===== src/rtl/ps2_host_tx_if.sv =====
// Command handshake and PS/2 pad signals shared by the host transmitter and its user.
interface ps2_host_tx_if;
  logic       cmd_valid;
  logic [7:0] cmd_data;
  logic       cmd_ready;
  logic       ps2_clk_in;
  logic       ps2_dat_in;
  logic       ps2_clk_oe;
  logic       ps2_dat_oe;
  logic       busy;
  logic       done;
  logic [1:0] status;

  modport master (
    output cmd_valid, cmd_data, ps2_clk_in, ps2_dat_in,
    input  cmd_ready, ps2_clk_oe, ps2_dat_oe, busy, done, status
  );

  modport slave (
    input  cmd_valid, cmd_data, ps2_clk_in, ps2_dat_in,
    output cmd_ready, ps2_clk_oe, ps2_dat_oe, busy, done, status
  );
endinterface


===== src/rtl/ps2_host_tx.sv =====
// PS/2 host-to-device transmitter: inhibit, request-to-send, 11-bit frame on
// device clock edges, ACK check, bounded by a saturating timeout.
module ps2_host_tx #(
  parameter int INHIBIT_CYCLES = 6000,
  parameter int TIMEOUT_CYCLES = 750000
) (
  input  logic         CLOCK_50,
  input  logic         reset,
  ps2_host_tx_if.slave bus
);

  localparam int IW = $clog2(INHIBIT_CYCLES + 1);
  localparam logic [IW-1:0] INH_DAT = IW'(INHIBIT_CYCLES - 2);
  localparam logic [IW-1:0] INH_END = IW'(INHIBIT_CYCLES - 1);
  localparam logic [19:0]   TMO_END = 20'(TIMEOUT_CYCLES - 1);

  typedef enum logic [2:0] {
    S_IDLE, S_INHIBIT, S_RTS, S_SHIFT, S_ACK, S_RELEASE, S_DONE
  } state_t;

  state_t        state;
  logic [IW-1:0] inh_cnt;
  logic [19:0]   tmo_cnt;
  logic [3:0]    bit_idx;
  logic          clk_oe_q;
  logic          dat_oe_q;
  logic          done_q;
  logic [1:0]    status_q;
  logic [7:0]    cmd_byte;
  logic          par_bit;

  logic ps2_clk_p0, ps2_clk_p1, ps2_clk_p2;
  logic ps2_dat_p0, ps2_dat_p1;
  logic clk_fall;

  // Line value for frame bit k: data LSB first, then parity, then stop.
  function automatic logic frame_bit(input logic [7:0] d, input logic p, input logic [3:0] k);
    if (k >= 4'd1 && k <= 4'd8) return d[3'(k - 4'd1)];
    else if (k == 4'd9)         return p;
    else                        return 1'b1;
  endfunction

  // Stage p0/p1: two-flop synchronisers; p2 holds the previous clock sample.
  always_ff @(posedge CLOCK_50 or posedge reset) begin
    if (reset) begin
      ps2_clk_p0 <= 1'b1;
      ps2_clk_p1 <= 1'b1;
      ps2_clk_p2 <= 1'b1;
      ps2_dat_p0 <= 1'b1;
      ps2_dat_p1 <= 1'b1;
    end else begin
      ps2_clk_p0 <= bus.ps2_clk_in;
      ps2_clk_p1 <= ps2_clk_p0;
      ps2_clk_p2 <= ps2_clk_p1;
      ps2_dat_p0 <= bus.ps2_dat_in;
      ps2_dat_p1 <= ps2_dat_p0;
    end
  end

  assign clk_fall = ps2_clk_p2 & ~ps2_clk_p1;

  always_ff @(posedge CLOCK_50) begin
    if (bus.cmd_valid && state == S_IDLE) begin
      cmd_byte <= bus.cmd_data;
      par_bit  <= ~^bus.cmd_data;
    end
  end

  always_ff @(posedge CLOCK_50 or posedge reset) begin
    if (reset) begin
      state    <= S_IDLE;
      inh_cnt  <= '0;
      tmo_cnt  <= '0;
      bit_idx  <= '0;
      clk_oe_q <= 1'b0;
      dat_oe_q <= 1'b0;
      done_q   <= 1'b0;
      status_q <= 2'b00;
    end else begin
      done_q <= 1'b0;
      case (state)
        S_IDLE: begin
          if (bus.cmd_valid) begin
            clk_oe_q <= 1'b1;
            inh_cnt  <= '0;
            state    <= S_INHIBIT;
          end
        end
        S_INHIBIT: begin
          inh_cnt <= inh_cnt + IW'(1);
          if (inh_cnt == INH_DAT) dat_oe_q <= 1'b1;
          if (inh_cnt == INH_END) begin
            clk_oe_q <= 1'b0;
            dat_oe_q <= 1'b1;
            bit_idx  <= '0;
            tmo_cnt  <= '0;
            state    <= S_RTS;
          end
        end
        S_RTS, S_SHIFT, S_ACK, S_RELEASE: begin
          if (tmo_cnt >= TMO_END) begin
            clk_oe_q <= 1'b0;
            dat_oe_q <= 1'b0;
            status_q <= 2'b10;
            done_q   <= 1'b1;
            state    <= S_DONE;
          end else begin
            if (tmo_cnt != '1) tmo_cnt <= tmo_cnt + 20'd1;
            case (state)
              S_RTS, S_SHIFT: begin
                if (clk_fall) begin
                  bit_idx  <= bit_idx + 4'd1;
                  dat_oe_q <= ~frame_bit(cmd_byte, par_bit, bit_idx + 4'd1);
                  state    <= (bit_idx == 4'd9) ? S_ACK : S_SHIFT;
                end
              end
              S_ACK: begin
                if (clk_fall) begin
                  status_q <= ps2_dat_p1 ? 2'b01 : 2'b00;
                  state    <= S_RELEASE;
                end
              end
              S_RELEASE: begin
                if (ps2_clk_p1 && ps2_dat_p1) begin
                  done_q <= 1'b1;
                  state  <= S_DONE;
                end
              end
              default: state <= S_IDLE;
            endcase
          end
        end
        // One cycle with done high, still busy, before accepting again.
        S_DONE:  state <= S_IDLE;
        default: state <= S_IDLE;
      endcase
    end
  end

  assign bus.cmd_ready  = (state == S_IDLE);
  assign bus.busy       = (state != S_IDLE);
  assign bus.ps2_clk_oe = clk_oe_q;
  assign bus.ps2_dat_oe = dat_oe_q;
  assign bus.done       = done_q;
  assign bus.status     = status_q;

endmodule


===== src/flat_wrapper.sv =====
// flat-port wrapper written by rule: the top's interface ports become plain ports
module ps2_host_tx_flat 
#(
  parameter int INHIBIT_CYCLES = 6000,
  parameter int TIMEOUT_CYCLES = 750000
)
  (CLOCK_50, reset, bus_cmd_valid, bus_cmd_data, bus_ps2_clk_in, bus_ps2_dat_in, bus_cmd_ready, bus_ps2_clk_oe, bus_ps2_dat_oe, bus_busy, bus_done, bus_status);
  ps2_host_tx_if bus_i ();
  input  logic CLOCK_50;
  input  logic reset;
  input wire logic [$bits(bus_i.cmd_valid)-1:0] bus_cmd_valid;
  input wire logic [$bits(bus_i.cmd_data)-1:0] bus_cmd_data;
  input wire logic [$bits(bus_i.ps2_clk_in)-1:0] bus_ps2_clk_in;
  input wire logic [$bits(bus_i.ps2_dat_in)-1:0] bus_ps2_dat_in;
  output wire logic [$bits(bus_i.cmd_ready)-1:0] bus_cmd_ready;
  output wire logic [$bits(bus_i.ps2_clk_oe)-1:0] bus_ps2_clk_oe;
  output wire logic [$bits(bus_i.ps2_dat_oe)-1:0] bus_ps2_dat_oe;
  output wire logic [$bits(bus_i.busy)-1:0] bus_busy;
  output wire logic [$bits(bus_i.done)-1:0] bus_done;
  output wire logic [$bits(bus_i.status)-1:0] bus_status;
  assign bus_i.cmd_valid = bus_cmd_valid;
  assign bus_i.cmd_data = bus_cmd_data;
  assign bus_i.ps2_clk_in = bus_ps2_clk_in;
  assign bus_i.ps2_dat_in = bus_ps2_dat_in;
  assign bus_cmd_ready = bus_i.cmd_ready;
  assign bus_ps2_clk_oe = bus_i.ps2_clk_oe;
  assign bus_ps2_dat_oe = bus_i.ps2_dat_oe;
  assign bus_busy = bus_i.busy;
  assign bus_done = bus_i.done;
  assign bus_status = bus_i.status;
  ps2_host_tx #(.INHIBIT_CYCLES(INHIBIT_CYCLES), .TIMEOUT_CYCLES(TIMEOUT_CYCLES)) u_core (.CLOCK_50(CLOCK_50), .reset(reset), .bus(bus_i));
endmodule

===== config.mk =====
export PLATFORM = sky130hd
export DESIGN_NAME = ps2_host_tx_flat
export DESIGN_NICKNAME = d
export VERILOG_FILES = /design/src/rtl/ps2_host_tx_if.sv /design/src/rtl/ps2_host_tx.sv /design/src/flat_wrapper.sv
export SDC_FILE = /design/constraint.sdc
export NUM_CORES = 1
export LEC_CHECK = 0
export BUFFER_PORTS_ARGS = -buffer_cell sky130_fd_sc_hd__clkbuf_2
export CAP_MARGIN = 20
export CORE_MARGIN = 10
export CORE_UTILIZATION = 35
export DETAILED_ROUTE_END_ITERATION = 10
export GPL_TIMING_DRIVEN = 0
export PLACE_DENSITY = 0.57
export SLEW_MARGIN = 0
export SYNTH_ARGS = -nofsm -noshare
export SYNTH_HDL_FRONTEND = slang
export SYNTH_SLANG_ARGS = --single-unit

===== constraint.sdc =====
create_clock -name CLOCK_50 -period 2.3 [get_ports CLOCK_50]
set_input_delay 0.115 -clock CLOCK_50 [delete_from_list [all_inputs] [get_ports CLOCK_50]]
set_output_delay 0.115 -clock CLOCK_50 [all_outputs]
set_load 0.1 [all_outputs]

==> out/metrics.yaml <==
outcome: "finished, final reports clean"
hp-class: "in -> reg"
fin_setup_tns_ps: 0
r2r-start: "u_core.bit_idx[0]$_DFFE_PP0P_"
period_share_pct: 94.4
core_region_area_um2: 9240
p_leak_nw: 1.60
nFillCells: 898
fmax_ghz: 0.461
slew_viol_final: 0
end_kind: "flip-flop"
insertion_delay_ps: 340
htreeDepth: 3
tightest_slew_ps: 612
rsz0062_at_grt: "no"
cts_buffers: 9
finalSetupViolCount: 0
crit_type: "reg -> reg"
path_clk_slew_ps: 80
drc: 0
synth.net_count: 356
yosysWarnings: 0
diodes: 0
die_y_um: 117
timing.slew.headroom_pct: 58.9
vdd_drop_max_v: 0.000386
critPathRequiredTime_ps: 2560
syn_inst: 336
cp.arrival_ps: 2440
pin_count: 20
synth_cell_types: 62
port_buffers: 19
min_path_cells: 3
fin_util_pct: 43.1
grt_pass1_wl_mm: 13.3
syn_area_um2: 3310
cts_tree: "yes"
avgViaCountPerCell: 5.40
wl_per_cell_um: 15.2
clock_skew_ps: 14.0
gp_congestion: 0.873
hp-start: "bus_cmd_valid"
ys_seq_area_share_pct: 46.1
multi_input_comb_area_um2: 1690
grt_overflow_total: 0
drtPass1Iterations: 4
critPathMaxFanout: 9
grt_max_degree: 27
async_flop_share_pct: 84.7
cap_violations: 0
register_area_um2: 1530
antenna_left: 0
grt_pass1_vias: 2747
num_vias: 2788
reg2reg_to: "u_core.bus.ps2_dat_oe$_DFFE_PP0P_"
nNetsFinal: 402
area_growth_pct: 20.4
ctsLongestPathBuffers: 2
rr_worst_depth: 7
wirelength_mm: 7.85
synth_seq_cells: 59
cts-root-buf: "clkbuf_8"
startpoint_type: "flip-flop"
antenna_found_initial: 0
drt_iter0_drc: 191
row_count: 35
pwr_density_cell_nw_per_um2: 531
start_util_pct: 35.8
dieWidth_um: 117
cts.sinks: 59
synth_edf_count: 9
hold_path_end: "u_core.bus.ps2_clk_oe$_DFFE_PP0P_"
final.min_clock_period_ps: 2170
drive_gt1_share_pct: 19.1
grt_util_all_layers_pct: 12.1
reg2reg_slack_ps: 130
synthFlopType: "dfrtp_1"
final-hold-violation-count: 0
die_area_um2: 13800
dp_hpwl_mm: 5.57
avgSynthCellArea_um2: 9.86
logic make-up after synthesis:
kind of cell / synth area share, %
flops: 46.1
simple gates: 21.5
fa+ha+maj: 2.64
mux: 5.02
buf+inv: 3.82
xor+xnor: 2.87
compound gates: 18.1
stage by stage:
step | setup slack, ps | hold WS, ps | power (mW) | std cells | area (µm²)
after floorplan | 33.4 | 119 | 1.13 | 336 | 3370
after detailed placement | 24.8 | 178 | 1.15 | 485 | 3640
after global placement | 28.6 | 203 | 1.15 | 484 | 3620
after global routing | 7.39 | 162 | 2.18 | 516 | 3990
final | 128 | 135 | 2.12 | 516 | 3990
after CTS | 82.8 | 139 | 2.14 | 512 | 3960
layer usage:
| layer | routed length, µm | vias to the layer above | part of all wire (%) | global-route usage [%] |
|---|---|---|---|---|
| li1 | - | 1357 | - | - |
| met1 | 3590 | 1366 | 46 | 14.6 |
| met2 | 3880 | 56 | 49 | 20.4 |
| met3 | 286 | 9 | 3.6 | 3.41 |
| met4 | 96 | 0 | 1.2 | 3.71 |
| met5 | 0 | - | 0 | 0 |
final cells by class:
type | instances | area share, %
buffer | 14 | 2.35
multi-input combinational | 251 | 42.5
tap | 129 | 4.05
clock inverter | 7 | 1.91
inverter | 12 | 1.32
clock buffer | 9 | 3.11
timing repair buffer | 35 | 6.40
sequential | 59 | 38.4
placed cells by master (no fill, tap or decap), types with 3 or more instances in the layout:
| master | synthesis | final |
|---|---|---|
| a21oi_1 | 18 | 18 |
| a31oi_1 | 5 | 5 |
| and3_1 | 9 | 9 |
| buf_2 | 5 | 3 |
| buf_4 | 2 | 6 |
| buf_6 | 2 | 4 |
| clkbuf_1 | 4 | 4 |
| clkbuf_2 | 0 | 19 |
| clkbuf_8 | 0 | 9 |
| clkinvlp_4 | 0 | 4 |
| dfrtp_1 | 45 | 44 |
| dfstp_2 | 5 | 5 |
| dlygate4sd3_1 | 0 | 11 |
| edfxtp_1 | 9 | 9 |
| ha_1 | 7 | 7 |
| inv_1 | 12 | 9 |
| mux2i_1 | 11 | 11 |
| nand2_1 | 29 | 28 |
| nand3_1 | 25 | 25 |
| nand4_1 | 8 | 8 |
| nor2_1 | 18 | 16 |
| nor2b_1 | 4 | 4 |
| nor3_1 | 5 | 5 |
| o211ai_1 | 8 | 8 |
| o21ai_0 | 21 | 21 |
| o21ai_1 | 4 | 4 |
| o31ai_1 | 13 | 13 |
| or3_1 | 6 | 6 |
| or4_1 | 9 | 9 |
| xnor2_1 | 8 | 8 |
worst max-delay path: stages, from the launching register on:
cell and delay [ps]:
dfrtp_2 460, inv_1 60, ha_1 360, mux4_2 510
a211oi_1 220, a31oi_1 60, mux2_2 270, a21oi_1 140
cell usage after synthesis, types with 4 or more instances:
master    instances  area, µm²
dfrtp_1          45       1130
nand2_1          29        109
nand3_1          25        125
o21ai_0          21        105
a21oi_1          18       90.1
nor2_1           18       67.6
o31ai_1          13       97.6
inv_1            12       45.0
mux2i_1          11        110
and3_1            9       56.3
edfxtp_1          9        270
or4_1             9       67.6
nand4_1           8       50.1
o211ai_1          8       60.1
xnor2_1           8       70.1
ha_1              7       87.6
or3_1             6       37.5
a31oi_1           5       31.3
buf_2             5       25.0
dfstp_2           5        131
nor3_1            5       25.0
clkbuf_1          4       15.0
nor2b_1           4       25.0
o21ai_1           4       20.0
where the power goes:
group | internal (mW) | leakage, nW | switching, mW
clock | 0.507 | 0.0962 | 0.465
sequential | 1.07 | 0.735 | 0.00260
combinational | 0.0377 | 0.768 | 0.0367
total | 1.61 | 1.60 | 0.504
how the worst max path moves through the flow:
stage	startpoint	endpoint	cells past startpoint
2_1_floorplan	u_core.state[0]$_DFFE_PP0P_	u_core.inh_cnt[8]$_DFFE_PP0P_	8
3_5_place_dp	u_core.bit_idx[0]$_DFFE_PP0P_	u_core.bus.ps2_dat_oe$_DFFE_PP0P_	7
5_1_grt	u_core.inh_cnt[0]$_DFFE_PP0P_	u_core.tmo_cnt[0]$_DFFE_PP0P_	6
3_3_place_gp	u_core.bit_idx[0]$_DFFE_PP0P_	u_core.bus.ps2_dat_oe$_DFFE_PP0P_	7
4_1_cts	u_core.bit_idx[0]$_DFFE_PP0P_	u_core.bus.ps2_dat_oe$_DFFE_PP0P_	7
6_report	u_core.bit_idx[0]$_DFFE_PP0P_	u_core.bus.ps2_dat_oe$_DFFE_PP0P_	7
state kept, by name (all words and copies together), names as in the netlist:
name and cells:
u_core.bus.ps2_clk_oe 1, u_core.inh_cnt 13, u_core.par_bit 1, u_core.bus.ps2_dat_oe 1, u_core.ps2_clk_p1 1, u_core.state 3
u_core.cmd_byte 8, u_core.bit_idx 4, u_core.bus.status 2, u_core.ps2_clk_p0 1, u_core.bus.done 1, u_core.tmo_cnt 20
u_core.ps2_dat_p0 1, u_core.ps2_clk_p2 1, u_core.ps2_dat_p1 1
what timing repair did:
action,CTS,global route
endpoints found under the setup margin,1,1
pin swaps,0,0
setup buffers,0,4
hold buffers,11,0
gates resized for setup,1,0
hold endpoints to repair,29,0
(Power assumes the default switching activity.)
